`src/rtl/sr_bank_ctrl_pkg.sv`:
```
// Shared encodings for set/reset bank sequencers: command codes, FSM states, pulse counter width.
package sr_ctrl_pkg;

  localparam int unsigned CNT_W = 4;

  typedef logic [1:0]       cmd_t;
  typedef logic [2:0]       state_t;
  typedef logic [CNT_W-1:0] cnt_t;

  localparam cmd_t CMD_NOP  = 2'b00;
  localparam cmd_t CMD_CLR  = 2'b01;
  localparam cmd_t CMD_SET  = 2'b10;
  localparam cmd_t CMD_LOAD = 2'b11;

  localparam state_t ST_IDLE    = 3'd0;
  localparam state_t ST_ASSERT  = 3'd1;
  localparam state_t ST_RELEASE = 3'd2;
  localparam state_t ST_CHECK   = 3'd3;
  localparam state_t ST_DONE    = 3'd4;

endpackage

```
`src/rtl/sr_pulse_timer.sv`:
```
// Loadable down-counter with a zero flag; saturates at zero.
module sr_pulse_timer
  import sr_ctrl_pkg::*;
(
  input  logic clk_i,
  input  logic rst_ni,
  input  logic load_i,
  input  cnt_t load_val_i,
  input  logic dec_i,
  output logic zero_o
);

  cnt_t cnt_q, cnt_d;

  always_comb begin
    cnt_d = cnt_q;
    if (load_i) begin
      cnt_d = load_val_i;
    end else if (dec_i && (cnt_q != '0)) begin
      cnt_d = cnt_q - cnt_t'(1);
    end
  end

  always_ff @(posedge clk_i or negedge rst_ni) begin
    if (!rst_ni) begin
      cnt_q <= '0;
    end else begin
      cnt_q <= cnt_d;
    end
  end

  assign zero_o = (cnt_q == '0);

endmodule

```
`src/rtl/sr_bank_ctrl.sv`:
```
// Sequencer for a bank of set/reset D flip-flops: timed s/r pulses or masked load.
// Define SR_CHECK_EN to add a read-back CHECK state driving err_o.
module sr_bank_ctrl
  import sr_ctrl_pkg::*;
#(
  parameter int unsigned WIDTH     = 8,
  parameter int unsigned PULSE_CYC = 2
) (
  input  logic             clk_i,
  input  logic             nr_i,
  input  logic             req_i,
  input  logic [1:0]       cmd_i,
  input  logic [WIDTH-1:0] mask_i,
  input  logic [WIDTH-1:0] data_i,
  output logic             busy_o,
  output logic             done_o,
  output logic             err_o,
  output logic [WIDTH-1:0] s_o,
  output logic [WIDTH-1:0] r_o,
  output logic [WIDTH-1:0] d_o,
  input  logic [WIDTH-1:0] q_i
);

  state_t           state_q, state_d;
  cmd_t             cmd_q, cmd_d;
  logic [WIDTH-1:0] mask_q, mask_d;
  logic [WIDTH-1:0] data_q, data_d;
  logic [WIDTH-1:0] s_q, s_d;
  logic [WIDTH-1:0] r_q, r_d;
  logic             busy_q, busy_d;
  logic             done_q, done_d;
  logic             accept;
  logic             cnt_load;
  logic             cnt_dec;
  logic             cnt_zero;
  logic             load_act;

  assign accept = (state_q == ST_IDLE) && req_i;

  sr_pulse_timer u_timer (
    .clk_i      (clk_i),
    .rst_ni     (nr_i),
    .load_i     (cnt_load),
    .load_val_i (cnt_t'(PULSE_CYC - 1)),
    .dec_i      (cnt_dec),
    .zero_o     (cnt_zero)
  );

  always_comb begin
    state_d  = state_q;
    cmd_d    = cmd_q;
    mask_d   = mask_q;
    data_d   = data_q;
    cnt_load = 1'b0;
    cnt_dec  = 1'b0;
    case (state_q)
      ST_IDLE: begin
        if (req_i) begin
          cmd_d  = cmd_i;
          mask_d = mask_i;
          data_d = data_i;
          if (cmd_i == CMD_NOP) begin
            state_d = ST_DONE;
          end else begin
            state_d  = ST_ASSERT;
            cnt_load = 1'b1;
          end
        end
      end
      ST_ASSERT: begin
        if (cnt_zero) begin
          state_d = ST_RELEASE;
        end else begin
          cnt_dec = 1'b1;
        end
      end
`ifdef SR_CHECK_EN
      ST_RELEASE: state_d = ST_CHECK;
      ST_CHECK:   state_d = ST_DONE;
`else
      ST_RELEASE: state_d = ST_DONE;
`endif
      ST_DONE:    state_d = ST_IDLE;
      default:    state_d = ST_IDLE;
    endcase
  end

  // s/r are registered from next-state so they switch cleanly on the edge, never from raw inputs.
  always_comb begin
    s_d    = '0;
    r_d    = '0;
    busy_d = (state_d != ST_IDLE);
    done_d = (state_d == ST_DONE);
    if (state_d == ST_ASSERT) begin
      if (cmd_d == CMD_SET) s_d = mask_d;
      if (cmd_d == CMD_CLR) r_d = mask_d;
    end
  end

  always_ff @(posedge clk_i or negedge nr_i) begin
    if (!nr_i) begin
      state_q <= ST_IDLE;
      cmd_q   <= CMD_NOP;
      mask_q  <= '0;
      data_q  <= '0;
      s_q     <= '0;
      r_q     <= '0;
      busy_q  <= 1'b0;
      done_q  <= 1'b0;
    end else begin
      state_q <= state_d;
      cmd_q   <= cmd_d;
      mask_q  <= mask_d;
      data_q  <= data_d;
      s_q     <= s_d;
      r_q     <= r_d;
      busy_q  <= busy_d;
      done_q  <= done_d;
    end
  end

  assign load_act = (state_q == ST_ASSERT) && (cmd_q == CMD_LOAD);
  // Unmasked bits always recirculate q so they hold through any command.
  assign d_o = load_act ? ((data_q & mask_q) | (q_i & ~mask_q)) : q_i;

  assign s_o    = s_q;
  assign r_o    = r_q;
  assign busy_o = busy_q;
  assign done_o = done_q;

`ifdef SR_CHECK_EN
  logic             err_q, err_d;
  logic [WIDTH-1:0] exp_val;

  always_comb begin
    case (cmd_q)
      CMD_SET:  exp_val = '1;
      CMD_LOAD: exp_val = data_q;
      default:  exp_val = '0;
    endcase
  end

  always_comb begin
    err_d = err_q;
    if (accept) begin
      err_d = 1'b0;
    end else if ((state_q == ST_CHECK) && (((q_i ^ exp_val) & mask_q) != '0)) begin
      err_d = 1'b1;
    end
  end

  always_ff @(posedge clk_i or negedge nr_i) begin
    if (!nr_i) begin
      err_q <= 1'b0;
    end else begin
      err_q <= err_d;
    end
  end

  assign err_o = err_q;
`else
  assign err_o = 1'b0;
`endif

endmodule
```
`config.mk`:
```
export PLATFORM = sky130hd
export DESIGN_NAME = sr_bank_ctrl
export DESIGN_NICKNAME = d
export VERILOG_FILES = /design/src/rtl/sr_bank_ctrl_pkg.sv /design/src/rtl/sr_pulse_timer.sv /design/src/rtl/sr_bank_ctrl.sv
export SDC_FILE = /design/constraint.sdc
export NUM_CORES = 1
export LEC_CHECK = 0
export CORE_ASPECT_RATIO = 1.5
export CORE_MARGIN = 4
export CORE_UTILIZATION = 40
export DETAILED_ROUTE_END_ITERATION = 8
export PLACE_DENSITY = 0.7
export SYNTH_ARGS = -nofsm -noshare
export SYNTH_HDL_FRONTEND = slang
export SYNTH_SLANG_ARGS = --single-unit
```
`constraint.sdc`:
```
create_clock -name clk_i -period 2.2 [get_ports clk_i]
set_input_delay 0.44 -clock clk_i [delete_from_list [all_inputs] [get_ports clk_i]]
set_output_delay 0.44 -clock clk_i [all_outputs]
set_load 0.05 [all_outputs]
```
* Yosys cells after proc, flatten, opt, wreduce, memory -nomap -nowiden
Cells that the tools add are included.
** Word-level totals
- Input bits :: 29
- Output and inout port bits :: 27
- Register bits after elaboration :: 43
- Logic and storage cells :: 50
** Cells by class
- Equality and inequality tests :: 7
- Reductions and logical operators :: 9
- Bitwise gates (word level) :: 4
- Muxes and demuxes :: 20
- Add/sub/neg operators :: 1
** Operators by type and width (count)
- $mux 8 :: 7
- $and 8x8->8 :: 2
- $mux 3 :: 3
- $pmux 3 s3 :: 1
- $mux 4 :: 2
- $not 8->8 :: 1
- $or 8x8->8 :: 1
- $eq 3x1->1 const B :: 2
- $mux 1 :: 5
- $eq 2x2->1 const B :: 2
- $logic_not 4->1 :: 1
- $mux 2 :: 2
- $reduce_bool 4->1 :: 1
- $sub 4x1->4 const B :: 1
- $eq 3x2->1 const B :: 1
- $eq 3x3->1 const B :: 1
- $logic_not 3->1 :: 1
- $reduce_bool 3->1 :: 1
- $eq 2x1->1 const B :: 1
- $logic_and 1x1->1 :: 2
- $logic_not 2->1 :: 1
- $reduce_and 2->1 :: 1
- $reduce_bool 2->1 :: 1

* Logic depth before layout (Yosys ltp)
- Depth after elaboration :: 6
- Depth in mapped cells :: 6
- Gate-level depth less buffers :: 5

* By module
From an unflattened synthesis, not the netlist that was laid out.
** Unflattened totals
- Cell total of the unflattened synthesis :: 154
- Area, all modules :: 1915.6 um^2
** Modules (own cells, without submodules)
- sr_bank_ctrl :: cells each 127, area each 1662.8 um^2, sequential area each 975.9 um^2, instances 1
- sr_pulse_timer :: cells each 27, area each 252.7 um^2, sequential area each 100.1 um^2, instances 1

* Worst setup path before layout
No wires, ideal clock.
- Kind :: register to register
- Start :: register u_timer.cnt_q[0]
- End :: register s_q[0] (netlist: s_o[0])
- Data arrival time :: 1.651 ns
- Stages on the path, launching flop included :: 7
- Path buffers :: 1
- Clock period less this slack :: 1.794 ns
- Slack :: 0.406 ns
- Cells stage by stage :: dfrtp_1 > inv_1 > ha_1 > or3b_1 > a22oi_2 > buf_2 > nor3_1
** Between the ends
- Cells in the longest elaborated chain, start to end :: 5
** Ends and longest elaborated chain
- start: declaration :: RTL line sr_pulse_timer.sv:13 : cnt_t cnt_q, cnt_d;
- start signal: assignment :: RTL line sr_pulse_timer.sv:28 : cnt_q <= cnt_d;
- $logic_not 4->1 :: RTL line sr_pulse_timer.sv:32 : assign zero_o = (cnt_q == '0);
- $mux 3 :: RTL line sr_bank_ctrl.sv:71 : if (cnt_zero) begin
- $pmux 3 s3 :: RTL line sr_bank_ctrl.sv:56 : case (state_q)
- $eq 3x1->1 :: RTL line sr_bank_ctrl.sv:94 : if (state_d == ST_ASSERT) begin
- $mux 8 :: RTL line sr_bank_ctrl.sv:94
- via s_d[0] :: RTL line sr_bank_ctrl.sv:28 : logic [WIDTH-1:0] s_q, s_d;
- end signal: assignment :: RTL line sr_bank_ctrl.sv:106 : s_q <= '0;
- end signal: assignment :: RTL line sr_bank_ctrl.sv:115 : s_q <= s_d;
- end: declaration :: RTL line sr_bank_ctrl.sv:28
The timed path passes the listed nets, and every way through them passes these cells.
A chain may end at the register's enable or synchronous reset.

* Final worst setup path
- Start :: register state_q[1]
- End :: output port d_o[3]
** Between the ends
- Cells in the longest elaborated chain, start to end :: 3
** Ends and longest elaborated chain
- start: declaration :: RTL line sr_bank_ctrl.sv:24 : state_t state_q, state_d;
- start signal: assignment :: RTL line sr_bank_ctrl.sv:111 : state_q <= state_d;
- $eq 3x1->1 :: RTL line sr_bank_ctrl.sv:122 : assign load_act = (state_q == ST_ASSERT) && (cmd_q == CMD_LOAD);
- $logic_and 1x1->1 :: RTL line sr_bank_ctrl.sv:122
- $mux 8 :: RTL line sr_bank_ctrl.sv:124 : assign d_o = load_act ? ((data_q & mask_q) | (q_i & ~mask_q)) : q_i;
- end: declaration :: RTL line sr_bank_ctrl.sv:20 : output logic [WIDTH-1:0] d_o,
Every way passes these cells.

==> metrics.txt <==
CTS tree=built; WP data arrival=roughly 1700 ps; fin crit share=a little over nine tenths; cell area after placement=2530 µm²; final hold violations=0; RR Endpoint=r_o[6]; drt via density=5.12; TritonCTS sink count=between 40 and 50; Final ANT Viol Nets=0; fraction of layout instances using a drive strength above 1=25.9%; Synth top area share=around 60%; peak supply drop=0.000680 V; Post-Syn Instances=150; area of the mapped netlist=1830 µm²; Nets=249; GRT Total Usage=approximately 15%; clock buffer count from CTS=5; Post-synth EDFFs=0; setup violators final=0; leakage power of the design=1.18 nW; ranking of synthesized cells by area=sky130_fd_sc_hd__dfrtp_1 (59%), sky130_fd_sc_hd__mux2_2 (11%), sky130_fd_sc_hd__nor3_1 (5.7%); dominant register cell in the synthesized netlist=sky130_fd_sc_hd__dfrtp_1; RD Place Congestion=0.769; reg-to-reg critical path startpoint=u_timer.cnt_q[0]; detailed-route wire length per cell=14.8 µm; DRT Wirelength=~3.9 mm; deepest level of the CTS H-tree=2; final worst slack=~94 ps; path type of the worst setup path=reg2out; Placeable Area=roughly 4300 µm²; number of optimization iterations in the first detailed-route pass=4; flop and latch count out of synthesis=43; input/output buffers=54; number of fill cells in the layout=approximately 350; total of max-cap violations=0; post-synthesis to final-layout area growth=47.0%; Worst-Skew Late Latency=300 ps; Setup crit start kind=flop; final hold slack=between 400 and 500 ps; initial cell density of the core=a little over two fifths; share of synthesized area occupied by flip-flops and latches=58.7%; largest net degree at the start of global routing=23; required time of the critical path=1760 ps; Setup Total Neg Slack=0 ps; combinational family with the most area after synthesis=multiplexers; simple-gate share of the synthesized area=15.7%; Max-Slew Margin vs Limit=66.5%; finished layout cell area=approximately 2700 µm²; syn_area_per_cell=~12 µm²; sequential share of power=roughly 35%; transition time of the tightest slew-check pin=~500 ps; final max-slew violation count=0; largest fanout on the critical path=10; adder-cell share of the synthesized area=less than 1%; number of unique standard cell types used by synthesis=26; via count=approximately 1400; xor-xnor portion of the synthesized cell area=0%; DIE AREA=between 5000 and 6000 µm²; DRT iter0 DRCs=36; number of warnings issued by yosys=0; path category of the worst min-delay check=in2async; switching pwr=around 1.5 mW; Die H=just over 90 µm; Final Instance Count excl. Fillers=around 270; Die X-Extent=between 60 and 70 µm; kind of end point of the critical path=primary output; global-route wire length before repair=6.86 mm; clock skew=between 4 and 5 ps; post-synthesis compound-gate area fraction=under 10%; # diodes=0; clock period minus worst slack=2110 ps; combinational power share=slightly above 50%; global route overflow=0; placed wire-length estimate=3.11 mm; synth cell count leaders=sky130_fd_sc_hd__dfrtp_1 (43), sky130_fd_sc_hd__nor3_1 (21), sky130_fd_sc_hd__mux2_2 (18), sky130_fd_sc_hd__inv_1 (12), sky130_fd_sc_hd__mux2i_1 (10); cell-internal power=2.16 mW; switching part of the total power=between 40% and 50%; library cell used as clock root buffer=sky130_fd_sc_hd__clkbuf_8; clock slew seen by the registers of the worst setup and hold paths=roughly 80 ps; number of global-route vias before repair=~1500; placed cells=250; slack of the worst reg-to-reg path=a little under 400 ps; clock power share=between 10 and 15%; highest clock frequency the design can meet=~0.47 GHz; power density over cell area=between 1000 and 1500 nW/µm²; most frequent cell after synthesis=sky130_fd_sc_hd__dfrtp_1; largest area contributor in the netlist=sky130_fd_sc_hd__dfrtp_1; R2R cell count=6; proportion of register bits with asynchronous set or reset after synthesis=100%; mux cell area share after synthesis=between 15 and 20%; total nets after synthesis=180; clk buf depth=2; row cnt=29; number of antenna violations at the first check in global routing=0; DRC viols=0; count of pins on the block boundary=56; result of the run=completed; pre-CTS worst setup slack=~130 ps
==> through the flow <==
| step | total power, mW | utilization (%) |
|---|---|---|
| floorplan | 2.48 | - |
| global placement | 3.04 | 58.6 |
| detailed placement | 3.10 | 58.6 |
| CTS | 3.61 | 61.0 |
| global route | 3.93 | 62.4 |
| finish | 3.68 | 62.4 |
==> routing by layer <==
layer | global-route usage [%] | routed length [µm]
met5 | 0 | 0
met4 | 9.01 | 113
met1 | 15.4 | 1490
met2 | 27.5 | 2160
met3 | 3.61 | 174
==> worst max-delay path by stage <==
stage               cells after the start              from      to
CTS                                     5        state_q[1]  d_o[3]
floorplan                               6  u_timer.cnt_q[0]  s_o[0]
detailed placement                      6             req_i  r_o[6]
finish                                  5        state_q[1]  d_o[3]
global placement                        6             req_i  r_o[2]
global route                            5        state_q[1]  d_o[0]
==> cell families after synthesis <==
kind of cell               count (synthesis)
AOI/OAI and AO/OA                         10
and+or+nand+nor                           48
adders and majority gates                  1
DFF                                       43
other                                      1
muxes                                     28
buffers and inverters                     19
==> timing repair <==
item	4_1_cts	5_1_grt
endpoints found under the setup margin	4	8
hold buffers	1	0
resized for setup	2	2
hold endpoints to repair	4	0
buffers inserted	0	7
==> worst max-delay path: stages (launching register included) <==
cell and delay (ps):
sky130_fd_sc_hd__dfrtp_2 440, sky130_fd_sc_hd__nor3b_2 200, sky130_fd_sc_hd__buf_6 160, sky130_fd_sc_hd__nand3_1 100, sky130_fd_sc_hd__mux2_2 310, sky130_fd_sc_hd__buf_12 150
==> final cells by class <==
cell class | instances | area, µm² | area share, %
multi-input cells | 88 | 671 | 24.9
repair buffers | 69 | 747 | 27.7
inverters | 12 | 45.0 | 1.67
flip-flops and latches | 43 | 1080 | 40.1
well taps | 46 | 57.6 | 2.14
clock inverters | 3 | 23.8 | 0.883
clock buffers | 5 | 68.8 | 2.56
==> power by group through the flow <==
stage | Clock, mW | Sequential, mW | Combinational (mW)
finish | 0.501 | 1.27 | 1.91
global placement | 0 | 1.28 | 1.76
CTS | 0.517 | 1.29 | 1.81
detailed placement | 0 | 1.30 | 1.80
floorplan | 0 | 1.58 | 0.892
global route | 0.550 | 1.32 | 2.06
==> flip-flops by register name, summed over array words and instances, names as in the netlist <==
name,cells
data_q,8
mask_q,8
r_o,8
s_o,8
u_timer.cnt_q,4
state_q,3
cmd_q,2
busy_o,1
done_o,1
==> placed cells by master, fill, tap and decap left out, drive strengths merged, types with 2 or more instances in the layout <==
cell	n
a21oi	5
or3	2
nand3	9
clkinvlp	2
clkbuf	5
dfrtp	43
nor2	3
clkdlybuf4s50	45
or3b	2
and2	2
mux2i	10
nor3	21
buf	23
nor3b	2
inv	13
o21ai	2
mux2	18
nor2b	4
Power figures use the tool's default switching activity.
